<file path="src/rtl/traj_pkg.sv">
// Shared types and helpers for the trajectory ring overlay.
package traj_pkg;

  localparam int unsigned H_BITS_DEF  = 10;
  localparam int unsigned V_BITS_DEF  = 10;
  localparam int unsigned CH_W        = 10;
  localparam int unsigned COLOR_W_DEF = 3 * CH_W;

  typedef struct packed {
    logic [CH_W-1:0] r;
    logic [CH_W-1:0] g;
    logic [CH_W-1:0] b;
  } colour_t;

  localparam colour_t TRAJ_COLOR_DEF = '{r: 10'd0, g: 10'd800, b: 10'd0};

  // Older boxes are dimmed by halving each channel once per age bucket.
  function automatic colour_t fade(input colour_t c, input logic [1:0] bucket);
    colour_t f;
    f.r = c.r >> bucket;
    f.g = c.g >> bucket;
    f.b = c.b >> bucket;
    return f;
  endfunction

endpackage

</file>
<file path="src/rtl/traj_slot.sv">
// One ring entry: stored point, frame age, validity and the box hit test.
module traj_slot #(
  parameter int unsigned H_BITS      = 10,
  parameter int unsigned V_BITS      = 10,
  parameter int unsigned LINE_W      = 3,
  parameter int unsigned LIFE_FRAMES = 63
) (
  input  logic              i_clk,
  input  logic              i_rst_n,
  input  logic              i_clear,
  input  logic              i_load,
  input  logic              i_refresh,
  input  logic              i_tick,
  input  logic [H_BITS-1:0] i_load_h,
  input  logic [V_BITS-1:0] i_load_v,
  input  logic [H_BITS-1:0] i_h,
  input  logic [V_BITS-1:0] i_v,
  output logic              o_hit,
  output logic [7:0]        o_age,
  output logic              o_valid,
  output logic [H_BITS-1:0] o_h,
  output logic [V_BITS-1:0] o_v
);

  logic              r_valid;
  logic [7:0]        r_age;
  logic [H_BITS-1:0] r_h;
  logic [V_BITS-1:0] r_v;
  logic [7:0]        w_age_inc;
  logic [H_BITS:0]   w_h_lo, w_h_hi, w_h_px;
  logic [V_BITS:0]   w_v_lo, w_v_hi, w_v_px;

  assign w_age_inc = (r_age == 8'hFF) ? r_age : r_age + 8'd1;

  always_ff @(posedge i_clk) begin
    if (!i_rst_n) begin
      r_valid <= 1'b0;
      r_age   <= '0;
      r_h     <= '0;
      r_v     <= '0;
    end else if (i_clear) begin
      r_valid <= 1'b0;
      r_age   <= '0;
    end else if (i_load) begin
      r_valid <= 1'b1;
      r_age   <= '0;
      r_h     <= i_load_h;
      r_v     <= i_load_v;
    end else if (i_refresh) begin
      r_age <= '0;
    end else if (i_tick && r_valid) begin
      r_age <= w_age_inc;
      if (w_age_inc == 8'(LIFE_FRAMES)) r_valid <= 1'b0;
    end
  end

  // One extra bit keeps boxes near the coordinate limit from wrapping to column/row 0.
  assign w_h_lo = {1'b0, r_h};
  assign w_h_hi = w_h_lo + (H_BITS + 1)'(LINE_W);
  assign w_h_px = {1'b0, i_h};
  assign w_v_lo = {1'b0, r_v};
  assign w_v_hi = w_v_lo + (V_BITS + 1)'(LINE_W);
  assign w_v_px = {1'b0, i_v};

  assign o_hit   = r_valid && (w_h_px >= w_h_lo) && (w_h_px <= w_h_hi)
                           && (w_v_px >= w_v_lo) && (w_v_px <= w_v_hi);
  assign o_age   = r_age;
  assign o_valid = r_valid;
  assign o_h     = r_h;
  assign o_v     = r_v;

endmodule

</file>
<file path="src/rtl/traj_ring_overlay.sv">
// Paints fading boxes at the last DEPTH tracked points onto the pixel stream.
module traj_ring_overlay
  import traj_pkg::*;
#(
  parameter int unsigned     H_BITS      = H_BITS_DEF,
  parameter int unsigned     V_BITS      = V_BITS_DEF,
  parameter int unsigned     COLOR_W     = COLOR_W_DEF,
  parameter int unsigned     DEPTH       = 16,
  parameter int unsigned     LINE_W      = 3,
  parameter int unsigned     LIFE_FRAMES = 63,
  parameter logic [COLOR_W-1:0] TRAJ_COLOR = TRAJ_COLOR_DEF,
  localparam int unsigned    PTR_W       = $clog2(DEPTH),
  localparam int unsigned    CNT_W       = PTR_W + 1
) (
  input  logic               i_clk,
  input  logic               i_rst_n,
  input  logic [COLOR_W-1:0] i_color,
  input  logic [H_BITS-1:0]  i_h,
  input  logic [V_BITS-1:0]  i_v,
  input  logic               i_rendering,
  input  logic               i_frame_tick,
  input  logic [H_BITS-1:0]  i_pointH,
  input  logic [V_BITS-1:0]  i_pointV,
  input  logic               i_pointVAL,
  input  logic               i_clear,
  output logic [COLOR_W-1:0] o_color,
  output logic [CNT_W-1:0]   o_count
);

  logic [PTR_W-1:0]   r_wr_ptr;
  logic [COLOR_W-1:0] r_color;
  logic [PTR_W-1:0]   w_newest;
  logic               w_dup, w_push, w_refresh, w_tick;
  logic [DEPTH-1:0]   w_hit, w_valid;
  logic [7:0]         w_age   [DEPTH];
  logic [H_BITS-1:0]  w_slot_h[DEPTH];
  logic [V_BITS-1:0]  w_slot_v[DEPTH];

  assign w_newest  = r_wr_ptr - 1'b1;
  assign w_dup     = w_valid[w_newest] && (w_slot_h[w_newest] == i_pointH)
                                       && (w_slot_v[w_newest] == i_pointV);
  assign w_push    = i_pointVAL && !i_clear && !w_dup;
  assign w_refresh = i_pointVAL && !i_clear && w_dup;
  assign w_tick    = i_frame_tick && !i_clear;

  for (genvar k = 0; k < DEPTH; k++) begin : g_slot
    traj_slot #(
      .H_BITS     (H_BITS),
      .V_BITS     (V_BITS),
      .LINE_W     (LINE_W),
      .LIFE_FRAMES(LIFE_FRAMES)
    ) u_slot (
      .i_clk    (i_clk),
      .i_rst_n  (i_rst_n),
      .i_clear  (i_clear),
      .i_load   (w_push && (r_wr_ptr == PTR_W'(k))),
      .i_refresh(w_refresh && (w_newest == PTR_W'(k))),
      .i_tick   (w_tick),
      .i_load_h (i_pointH),
      .i_load_v (i_pointV),
      .i_h      (i_h),
      .i_v      (i_v),
      .o_hit    (w_hit[k]),
      .o_age    (w_age[k]),
      .o_valid  (w_valid[k]),
      .o_h      (w_slot_h[k]),
      .o_v      (w_slot_v[k])
    );
  end

  always_ff @(posedge i_clk) begin
    if (!i_rst_n)     r_wr_ptr <= '0;
    else if (i_clear) r_wr_ptr <= '0;
    else if (w_push)  r_wr_ptr <= r_wr_ptr + 1'b1;
  end

  always_comb begin
    o_count = '0;
    for (int k = 0; k < DEPTH; k++) o_count = o_count + CNT_W'(w_valid[k]);
  end

  logic             w_any;
  logic [7:0]       w_best_age;
  logic [PTR_W-1:0] w_idx;

  // Walk oldest to newest so that an equal-age later write wins the tie.
  always_comb begin
    w_any      = 1'b0;
    w_best_age = 8'hFF;
    w_idx      = '0;
    for (int j = 0; j < DEPTH; j++) begin
      w_idx = r_wr_ptr + PTR_W'(j);
      if (w_hit[w_idx] && (!w_any || (w_age[w_idx] <= w_best_age))) begin
        w_any      = 1'b1;
        w_best_age = w_age[w_idx];
      end
    end
  end

  logic [15:0]        w_bucket_full;
  logic [1:0]         w_bucket;
  colour_t            w_base;
  logic [COLOR_W-1:0] w_faded;

  assign w_bucket_full = (16'(w_best_age) * 16'd4) / 16'(LIFE_FRAMES);
  assign w_bucket      = (w_bucket_full > 16'd3) ? 2'd3 : w_bucket_full[1:0];
  assign w_base        = TRAJ_COLOR;
  assign w_faded       = fade(w_base, w_bucket);

  always_ff @(posedge i_clk) begin
    if (!i_rst_n) r_color <= '0;
    else          r_color <= (i_rendering && w_any) ? w_faded : i_color;
  end

  assign o_color = r_color;

endmodule

</file>
<file path="config.mk">
export PLATFORM = sky130hd
export DESIGN_NAME = traj_ring_overlay
export DESIGN_NICKNAME = d
export VERILOG_FILES = /design/src/rtl/traj_pkg.sv /design/src/rtl/traj_slot.sv /design/src/rtl/traj_ring_overlay.sv
export SDC_FILE = /design/constraint.sdc
export NUM_CORES = 2
export LEC_CHECK = 0
export CAP_MARGIN = 20
export CORE_MARGIN = 5
export CORE_UTILIZATION = 65
export CTS_BUF_LIST = sky130_fd_sc_hd__clkbuf_4
export DETAILED_ROUTE_END_ITERATION = 10
export PLACE_DENSITY = 0.83
export SYNTH_ARGS = -nofsm -noshare
export SYNTH_HDL_FRONTEND = slang
export SYNTH_SLANG_ARGS = --single-unit
</file>
<file path="constraint.sdc">
create_clock -name i_clk -period 46.6 [get_ports i_clk]
set_input_delay 6.99 -clock i_clk [delete_from_list [all_inputs] [get_ports i_clk]]
set_output_delay 6.99 -clock i_clk [all_outputs]
set_load 0.02 [all_outputs]
</file>
==> key figures <==
Drt
  • Detailed-route wire length: 225000 µm
  • Antenna viol nets, final: 0
  • Vias per cell: 7.00
  • DR vias: 56200
  • Avg WL per Cell: 28.0 µm
  • First DRT Iteration DRCs: 6972
  • Detailed-route DRC error count: 2
  • DRT Pass-1 Iters: 9

Clock network
  • CTS Sinks: 498
  • Root Driver: clkbuf_4
  • Cts hold-fix bufs: 0
  • Buffer depth of the longest clock path: 3
  • Clk_lat worst skew: 1.16 ns
  • Worst-path clk slew: 0.06 ns
  • CTS tree: yes
  • Total CTS buffers: 142
  • CTS H-tree depth: 4

Power and ir drop
  • Sequential Power Share: 0.376
  • PwrDens: 18.7 nW/µm²
  • Clock power frac: 0.380
  • Switching Power: 0.391 mW
  • Maximum VDD drop: 0.0242 mV
  • Gate power share: 0.245
  • Internal power consumption: 0.758 mW
  • Sw frac: 0.340
  • Leakage: 22.7 nW

Floorplan
  • Std cell rows: 109
  • Die span in x: 307 µm
  • Vert. Die Dim: 307 µm
  • Core area: 88000 µm²
  • IO Count: 111
  • Initial Util: 0.652
  • Area of the die: 94300 µm²

Synthesis
  • FFs w/ async S/R, synth: 0
  • Area leader, netlist: ha_1
  • Yosys top cell area share: 0.182
  • Yosys warning total: 0
  • Distinct cells, synth: 117
  • Mapped Cells: 6705
  • Cell with the most instances after synthesis: ha_1
  • Number of synthesized flops with an enable pin: 0
  • Synth top area cells: ha_1, dfxtp_1, mux4_2, mux2i_1, xnor2_1
  • Most used DFF post-synth: dfxtp_1
  • Register bit total from synthesis: 498
  • Part of the Yosys area used for sequential elements: 0.174
  • Commonest cells post-synth: ha_1, dfxtp_1, nand2_1
  • Cell area after synthesis: 57400 µm²
  • Mean Syn Cell Area: 8.56 µm²
  • Post-synthesis net count: 7627

Timing
  • Tmin final: 43.54 ns
  • Worst hold slack: 0.541 ns
  • Final Hold Vio Count: 0
  • Total Negative Setup Slacks: 0 ns
  • Setup violators final: 0
  • Rel. slew slack: 0.220
  • Clock skew: 0.0933 ns
  • RSZ-0062 raised after global routing: no
  • Final period util: 0.934
  • Worst-Margin Slew: 1.17 ns
  • Slew Viols, Final: 0
  • Highest Clock Rate: 23.0 MHz

GRT
  • Vias in the first global route: 54500
  • First-pass GRT wire length: 335000 µm
  • All-layer global routing usage: 0.460
  • Pin count of the biggest net entering global routing: 133
  • Initial antenna violation count: 16
  • Congestion Overflow GR: 0

Critical path
  • Crit start category: input pin
  • Crit path required time: 47.57 ns
  • Most common cell type on the critical path: o21ai_0
  • Largest driver fanout on the critical path: 32
  • Endpoint type of the worst setup path: flop
  • Crit path largest cell delay: 0.73 ns
  • Crit path kind: input pin to flop
  • WP data arrival: 44.51 ns
  • CP max-delay cell: or4b_2

Run status
  • Failing checks: design-rule violations
  • Status: complete, but fails checks

Min path
  • Hold crit path type: flop to flop

Placed design
  • HPWL Detailed: 174000 µm
  • IO Port Bufs: 110
  • Placer congestion estimate: 1.09

Flow run
  • Max_cap viols: 0

Cells and area
  • Layout cell share with drive strength beyond 1: 0.112
  • Syn-to-layout area delta: 7.24%
  • Final net count: 7673
cells in the final DEF (no fill, tap or decap), types with 20 or more instances in the layout:
cell type,count
mux4_2,241
a31oi_1,50
nor2_1,412
a21o_1,122
xor2_1,85
o2111ai_1,20
nand3_1,169
nand4_1,172
a211oi_1,82
and3_1,68
a31o_2,21
dfxtp_1,495
or3_1,45
o21ai_0,257
buf_4,151
nand2_1,482
o22ai_1,31
xnor2_1,286
a21boi_0,28
ha_1,835
o211ai_1,71
nand3b_1,32
clkbuf_4,195
nor4_1,36
and2_1,63
a21oi_1,299
o21a_1,85
inv_1,453
mux2_2,26
mux2i_1,464
clkinv_1,32
nor3_1,133
and4_1,28
nor2b_1,364
nand2b_1,29
clkdlybuf4s50_1,91
layer usage:
| layer | share of wire | wire [µm] | GRT usage | vias to the layer above |
|---|---|---|---|---|
| met2 | 0.42 | 93300 | 0.690 | 3790 |
| li1 | - | - | - | 24800 |
| met4 | 0.099 | 22100 | 0.352 | 16 |
| met5 | 0.00085 | 190 | 0 | - |
| met1 | 0.36 | 80900 | 0.563 | 26300 |
| met3 | 0.12 | 27900 | 0.128 | 1259 |
flip-flops by register name (all words and copies together), names as in the netlist:
signal,cells
g_slot.u_slot.o_age,128
g_slot.u_slot.o_valid,16
g_slot.u_slot.o_h,160
o_color,30
g_slot.u_slot.o_v,160
r_wr_ptr,4
stage by stage:
stage | instances | cell area, µm² | utilization | power, mW | setup WS [ns]
floorplan | 6705 | 57400 | - | 0.612 | 6.97
global placement | 7767 | 59600 | 0.678 | 0.705 | 2.37
detailed placement | 7770 | 59700 | 0.678 | 0.711 | 2.71
CTS | 8016 | 61500 | 0.699 | 1.14 | 3.71
global route | 8022 | 61500 | 0.699 | 1.20 | 0.0713
finish | 8028 | 61500 | 0.700 | 1.15 | 3.06
power groups by stage:
stage,clock [mW],combinational (mW),sequential (mW)
2_1_floorplan,0,0.169,0.443
3_3_place_gp,0,0.264,0.441
3_5_place_dp,0,0.270,0.441
4_1_cts,0.439,0.272,0.432
5_1_grt,0.464,0.303,0.432
6_report,0.436,0.281,0.432
path summary, 6_finish.rpt:
| check | cells past startpoint | to | slack (ns) | startpoint |
|---|---|---|---|---|
| worst max-delay path | 199 | o_color[15] | 3.06 | i_v[0] |
| worst min-delay path | 2 | g_slot[13].u_slot.o_h[8] | 0.54 | g_slot[13].u_slot.o_h[8] |
| worst max register to register | 200 | o_color[15] | 8.47 | g_slot[9].u_slot.o_h[0] |
| worst min register to register | 2 | g_slot[13].u_slot.o_h[8] | 0.54 | g_slot[13].u_slot.o_h[8] |
cell families (layout without fill, tap and decap cells):
group                    Yosys count  in the layout  synth area share
buffers and inverters            819            967            0.0555
AO/OA/AOI/OAI                   1316           1316             0.156
XOR/XNOR                         378            378            0.0578
adder cells (fa/ha/maj)          846            846             0.186
AND/OR/NAND/NOR                 2117           2117             0.191
multiplexers                     731            731             0.181
flip-flops                       498            498             0.174
other                              0             10                 0
layout make-up:
cell class	instances	area [µm²]
diodes	10	25.0
clock buffers	195	1460
clock inverters	51	350
fillers	6632	26400
inverters	456	1710
multi-input cells	5388	44300
flip-flops and latches	498	9980
well taps	1165	1460
repair buffers	265	2200
repair_timing:
item                       in CTS  in global routing
hold endpoints to repair        0                  0
buffers inserted                0                  0
gates resized for setup         0                  3
setup endpoints to repair       0                  6
worst max-delay path, delay by kind of cell:
kind	cells	cell delay [ns]
buffers and inverters	16	3.03
adders and majority gates	20	5.44
and+or+nand+nor	55	9.14
xor gates and xnor gates	1	0.16
AOI/OAI and AO/OA	106	19.55
muxes	1	0.06
No activity file was read; power rests on OpenSTA's default activity.
